--- config.mk ---
export PLATFORM = sky130hd
export DESIGN_NAME = io_uart_tx
export DESIGN_NICKNAME = d
export VERILOG_FILES = /design/src/rtl/io_uart_pkg.sv /design/src/rtl/sync_fifo.sv /design/src/rtl/io_uart_tx.sv
export SDC_FILE = /design/constraint.sdc
export NUM_CORES = 1
export LEC_CHECK = 0
export ABC_AREA = 1
export ABC_CLOCK_PERIOD_IN_PS = 2800
export CORE_UTILIZATION = 51
export DETAILED_ROUTE_END_ITERATION = 8
export GPL_ROUTABILITY_DRIVEN = 0
export PLACE_DENSITY = 0.78
export SYNTH_ARGS = -nofsm -noshare
export SYNTH_HDL_FRONTEND = slang
export SYNTH_HIERARCHICAL = 1
export SYNTH_SLANG_ARGS = --single-unit
--- constraint.sdc ---
create_clock -name CLK -period 2.8 [get_ports CLK]
set_input_delay 0.56 -clock CLK [delete_from_list [all_inputs] [get_ports CLK]]
set_output_delay 0.56 -clock CLK [all_outputs]
set_load 0.03 [all_outputs]
--- src/rtl/io_uart_pkg.sv ---
// Shared definitions for the IO-bus UART transmitter: register map, STATUS
// bit layout and transmit FSM encoding.
package io_uart_pkg;

  localparam logic [3:0] DATA_OFF   = 4'h0;
  localparam logic [3:0] STATUS_OFF = 4'h4;

  localparam int ST_BUSY    = 0;
  localparam int ST_FULL    = 1;
  localparam int ST_EMPTY   = 2;
  localparam int ST_OVF     = 3;
  localparam int ST_CNT_LSB = 4;

  typedef enum logic [1:0] {
    IDLE  = 2'd0,
    START = 2'd1,
    DATA  = 2'd2,
    STOP  = 2'd3
  } tx_state_e;

endpackage

--- src/rtl/sync_fifo.sv ---
// Single-clock FIFO with head-of-queue output; pushes while full and pops
// while empty are ignored.
module sync_fifo #(
  parameter int WIDTH = 8,
  parameter int DEPTH = 4,
  localparam int AW   = $clog2(DEPTH)
) (
  input  logic             clk_i,
  input  logic             rst_ni,
  input  logic             push_i,
  input  logic [WIDTH-1:0] din_i,
  input  logic             pop_i,
  output logic [WIDTH-1:0] dout_o,
  output logic             full_o,
  output logic             empty_o,
  output logic [AW:0]      count_o
);

  localparam logic [AW:0] FULL_CNT = (AW+1)'(DEPTH);

  logic [WIDTH-1:0] mem_q [DEPTH];
  logic [AW-1:0]    wr_ptr_q, rd_ptr_q;
  logic [AW:0]      count_q;
  logic             push_ok, pop_ok;

  assign full_o  = (count_q == FULL_CNT);
  assign empty_o = (count_q == '0);
  assign count_o = count_q;
  assign dout_o  = mem_q[rd_ptr_q];

  // Fullness is judged on the pre-edge count, so a push racing a pop on a full FIFO is dropped.
  assign push_ok = push_i & ~full_o;
  assign pop_ok  = pop_i & ~empty_o;

  always_ff @(posedge clk_i) begin
    if (push_ok) mem_q[wr_ptr_q] <= din_i;
  end

  always_ff @(posedge clk_i or negedge rst_ni) begin
    if (!rst_ni) begin
      wr_ptr_q <= '0;
      rd_ptr_q <= '0;
      count_q  <= '0;
    end else begin
      if (push_ok) wr_ptr_q <= wr_ptr_q + AW'(1);
      if (pop_ok)  rd_ptr_q <= rd_ptr_q + AW'(1);
      case ({push_ok, pop_ok})
        2'b10:   count_q <= count_q + (AW+1)'(1);
        2'b01:   count_q <= count_q - (AW+1)'(1);
        default: count_q <= count_q;
      endcase
    end
  end

endmodule

--- src/rtl/io_uart_tx.sv ---
// Memory-mapped 8N1 UART transmitter: DATA writes queue bytes, STATUS reports
// busy/full/empty/overflow/count, and a baud-timed FSM drives TXD.
module io_uart_tx
  import io_uart_pkg::*;
#(
  parameter int CLK_FREQ_HZ = 16000000,
  parameter int BAUD        = 115200,
  parameter int FIFO_DEPTH  = 4
) (
  input  logic        CLK,
  input  logic        RESET,
  input  logic        io_sel,
  input  logic        io_wr,
  input  logic [3:0]  io_addr,
  input  logic [31:0] io_wdata,
  output logic [31:0] io_rdata,
  output logic        TXD
);

  localparam int DIV = CLK_FREQ_HZ / BAUD;
  localparam int CW  = (DIV > 2) ? $clog2(DIV) : 1;
  localparam int AW  = $clog2(FIFO_DEPTH);
  localparam logic [CW-1:0] SLOT_LAST = CW'(DIV - 1);

  tx_state_e     state_q;
  logic [CW-1:0] baud_q;
  logic [2:0]    bit_q;
  logic [7:0]    shift_q;
  logic          txd_q;
  logic          ovf_q;

  logic          wr_data, wr_status, slot_end, fifo_pop;
  logic          fifo_full, fifo_empty;
  logic [7:0]    fifo_dout;
  logic [AW:0]   fifo_count;
  logic          unused_bits;

  assign wr_data   = io_sel & io_wr & (io_addr[3:2] == DATA_OFF[3:2]);
  assign wr_status = io_sel & io_wr & (io_addr[3:2] == STATUS_OFF[3:2]);
  assign slot_end  = (baud_q == SLOT_LAST);
  assign unused_bits = ^{io_wdata[31:8], io_addr[1:0]};

  always_comb begin
    fifo_pop = 1'b0;
    if (!fifo_empty) begin
      if (state_q == IDLE)                 fifo_pop = 1'b1;
      else if (state_q == STOP && slot_end) fifo_pop = 1'b1;
    end
  end

  sync_fifo #(.WIDTH(8), .DEPTH(FIFO_DEPTH)) u_fifo (
    .clk_i   (CLK),
    .rst_ni  (RESET),
    .push_i  (wr_data),
    .din_i   (io_wdata[7:0]),
    .pop_i   (fifo_pop),
    .dout_o  (fifo_dout),
    .full_o  (fifo_full),
    .empty_o (fifo_empty),
    .count_o (fifo_count)
  );

  always_ff @(posedge CLK or negedge RESET) begin
    if (!RESET) begin
      ovf_q <= 1'b0;
    end else if (wr_data && fifo_full) begin
      ovf_q <= 1'b1;
    end else if (wr_status && io_wdata[ST_OVF]) begin
      ovf_q <= 1'b0;
    end
  end

  always_comb begin
    io_rdata = '0;
    if (io_sel && io_addr[3:2] == STATUS_OFF[3:2]) begin
      io_rdata[ST_BUSY]             = (state_q != IDLE);
      io_rdata[ST_FULL]             = fifo_full;
      io_rdata[ST_EMPTY]            = fifo_empty;
      io_rdata[ST_OVF]              = ovf_q;
      io_rdata[ST_CNT_LSB +: AW+1]  = fifo_count;
    end
  end

  // TXD is loaded with the level of the slot being entered, so it changes on slot boundaries only.
  always_ff @(posedge CLK or negedge RESET) begin
    if (!RESET) begin
      state_q <= IDLE;
      baud_q  <= '0;
      bit_q   <= '0;
      shift_q <= '0;
      txd_q   <= 1'b1;
    end else begin
      case (state_q)
        IDLE: begin
          if (!fifo_empty) begin
            shift_q <= fifo_dout;
            baud_q  <= '0;
            state_q <= START;
            txd_q   <= 1'b0;
          end
        end
        START: begin
          if (slot_end) begin
            baud_q  <= '0;
            bit_q   <= '0;
            state_q <= DATA;
            txd_q   <= shift_q[0];
          end else begin
            baud_q <= baud_q + CW'(1);
          end
        end
        DATA: begin
          if (slot_end) begin
            baud_q <= '0;
            if (bit_q == 3'd7) begin
              bit_q   <= '0;
              state_q <= STOP;
              txd_q   <= 1'b1;
            end else begin
              bit_q   <= bit_q + 3'd1;
              shift_q <= shift_q >> 1;
              txd_q   <= shift_q[1];
            end
          end else begin
            baud_q <= baud_q + CW'(1);
          end
        end
        STOP: begin
          if (slot_end) begin
            baud_q <= '0;
            if (!fifo_empty) begin
              shift_q <= fifo_dout;
              state_q <= START;
              txd_q   <= 1'b0;
            end else begin
              state_q <= IDLE;
              txd_q   <= 1'b1;
            end
          end else begin
            baud_q <= baud_q + CW'(1);
          end
        end
        default: state_q <= IDLE;
      endcase
    end
  end

  assign TXD = txd_q;

endmodule

==> impl_metrics.yaml <==
finish:
  nets: 459
  n_antenna_cell: 0
  layout_commonest_cell: "nand2_1"
  drive_gt1_share_pct: 6.85
  final_cell_mix: "nand2_1, inv_1, edfxtp_1, dfrtp_1, conb_1"
  syn_to_final_growth_pct: 11.8
pwr:
  total_power_mw: 3.41
  power_density_nw_per_um2: 916
  p_leak_nw: 1.81
  peakVddDrop_mv: 0.426
job:
  cap_viol_max_count: 0
clock_tree:
  cts-buffers-inserted: 9
  clock_path_buffers: 2
  cts_setup_buffers: 0
  cts-root-buf: "clkbuf_8"
  cts_tree: "yes"
  clock_latency_ns: 0.33
  clkTransAtPathRegs_ns: 0.06
  h-tree-depth: 3
  cts.sinks: 62
  hold_buffers: 0
setup_path:
  worst_path_largest_cell_delay_ns: 0.68
  cp-end-kind: "primary output"
  critPathMaxFanout: 7
  slowest_stage: "clkdlybuf4s50_1"
  path_class: "primary input to primary output"
  critPathRequiredTime_ns: 2.24
  cpLargestDelayFamily: "buffers and inverters"
  startpoint_type: "primary input"
  cp.arrival_ns: 2.13
  path_buf_inv: 2
  critical_path.cell_chain: "clkdlybuf4s50_1 -> nand3_1 -> nor2_1 -> clkdlybuf4s50_1"
  cp_common_cell: "clkdlybuf4s50_1"
logic_synthesis:
  yosysSeqAreaShare_pct: 51.4
  synth-seq-cells: 62
  synth-async-reset-ratio_pct: 48.4
  syn_area_um2: 3330
  synth_ff_type: "edfxtp_1"
  synth_top_cell_by_area: "edfxtp_1"
  yosysTopAreaCellShare_pct: 28.8
  synth_area_leaders: "edfxtp_1, dfrtp_1, nand2_1"
  syn_area_per_cell_um2: 8.96
  synth_edf_count: 32
  synthDistinctLibCells: 34
  ys_warn_count: 6
  syn_inst: 372
floorplan:
  start_util_pct: 52.8
  fp.coreArea_um2: 6310
  dieArea_um2: 6860
  die_h_um: 82.8
  pin_count: 73
  die_w_um: 82.8
  fp-row-count: 29
global_route:
  grt_pass1_vias: 2274
  overflow: 0
  grt_pass1_wl_mm: 9.76
  antenna_found_initial: 0
  track_usage_pct: 17.9
  grt_max_degree: 35
timing:
  post-route-min-period_ns: 2.69
  whs_ns: 0.467
  hold_viol_final: 0
  fin_setup_tns_ns: 0
  finalCritPeriodShare_pct: 96.1
  max_freq_mhz: 372
  setup_viol: 0
  rsz0062_at_grt: "no"
  skew_ns: 0.00759
  drv_slew: 0
routing:
  vias: 2413
  antenna_left: 0
  drt-total-wl_mm: 5.53
  firstDrtPassIters: 4
  route.detailed.drc: 0
  drt-initial-drc-count: 91
  wl_per_cell_um: 11.4
  routed_via_density: 4.97
worst_hold_path:
  hold_path.class: "flop to flop"
placed_design:
  port_buffers: 21
  dp_hpwl_mm: 3.87
outcome:
  outcome: "finished clean"
-- cells in the mapped netlist (4+ instances only) --
cell and n:
nand2_1 117, ha_1 14, o21ai_0 10, edfxtp_1 32
o211ai_1 16, dfrtp_1 29, inv_1 51, o22ai_1 4
nand3_1 24, nand4_1 4, buf_4 26, nor2_1 18
-- metrics by stage --
| step | area (µm²) | setup WS, ns | instances | utilization (%) |
|---|---|---|---|---|
| 3_5_place_dp | 3540 | 0.0960 | 470 | 56.1 |
| 2_1_floorplan | 3420 | 0.626 | 396 | - |
| 6_report | 3730 | 0.110 | 486 | 59.0 |
| 5_1_grt | 3730 | 0.00230 | 486 | 59.0 |
| 3_3_place_gp | 3540 | 0.115 | 470 | 56.1 |
| 4_1_cts | 3720 | 0.0955 | 486 | 59.0 |
-- worst register-to-register path, stage by stage (launching register included) --
cell and delay, ns:
dfrtp_1 0.43, inv_1 0.15, ha_1 0.26, inv_1 0.11, a21oi_1 0.27, nand2_1 0.14, inv_1 0.07, ha_1 0.15
inv_1 0.06, fa_1 0.38, nand2_1 0.10, nand3_1 0.08, nand2_1 0.06, nand2_1 0.05
-- state kept, by name, summed over array words and instances, names as in the netlist --
signal	cells
u_fifo/rd_ptr_q	2
u_fifo/mem_q	32
shift_q	8
ovf_q	1
baud_q	8
u_fifo/wr_ptr_q	2
bit_q	3
u_fifo/count_o	3
TXD	1
state_q	2
-- area by class of cell --
class,count,area [µm²]
Clock buffer,11,131
Clock inverter,5,51.3
Fill cell,553,2590
Inverter,54,203
Multi-Input combinational cell,249,1270
Sequential cell,62,1710
Tap cell,77,96.3
Timing Repair Buffer,28,265
-- layer usage --
metal	up-vias	global-route usage (%)	share of wire, %
li1	1216	-	-
met5	-	0	0
met4	0	7.68	1.6
met2	71	30.1	48
met3	9	5.17	4.9
met1	1117	21.6	45
-- repair_timing --
action                                 in CTS  in global routing
setup endpoints to repair                   0                  1
gates resized for setup                     0                  1
endpoints found under the hold margin       0                  0
-- power by group --
part | internal, mW | switching, mW
combinational | 0.470 | 0.917
sequential | 1.14 | 0.153
clock | 0.405 | 0.327
-- logic make-up (layout without fill, tap and decap cells) --
group | Yosys count | count (layout) | share of synthesized area (%)
flops | 62 | 62 | 51.4
fa+ha+maj | 15 | 15 | 5.86
xor+xnor | 4 | 4 | 1.05
compound gates | 36 | 36 | 7.32
other cells | 1 | 25 | 0.113
buf+inv | 85 | 98 | 13.3
simple gates | 169 | 169 | 21.0
-- path summary, 6_finish.rpt --
check,from,slack [ns],cells after the start,endpoint
min reg2reg,TXD,0.47,2,TXD
max,io_addr[2],0.11,4,io_rdata[6]
min in group asynchronous,RESET,0.61,2,baud_q[3]
min,TXD,0.47,2,TXD
max in group asynchronous,RESET,1.87,2,TXD
max reg2reg,state_q[0],0.38,13,u_fifo/count_o[2]
(Power assumes the default switching activity.)
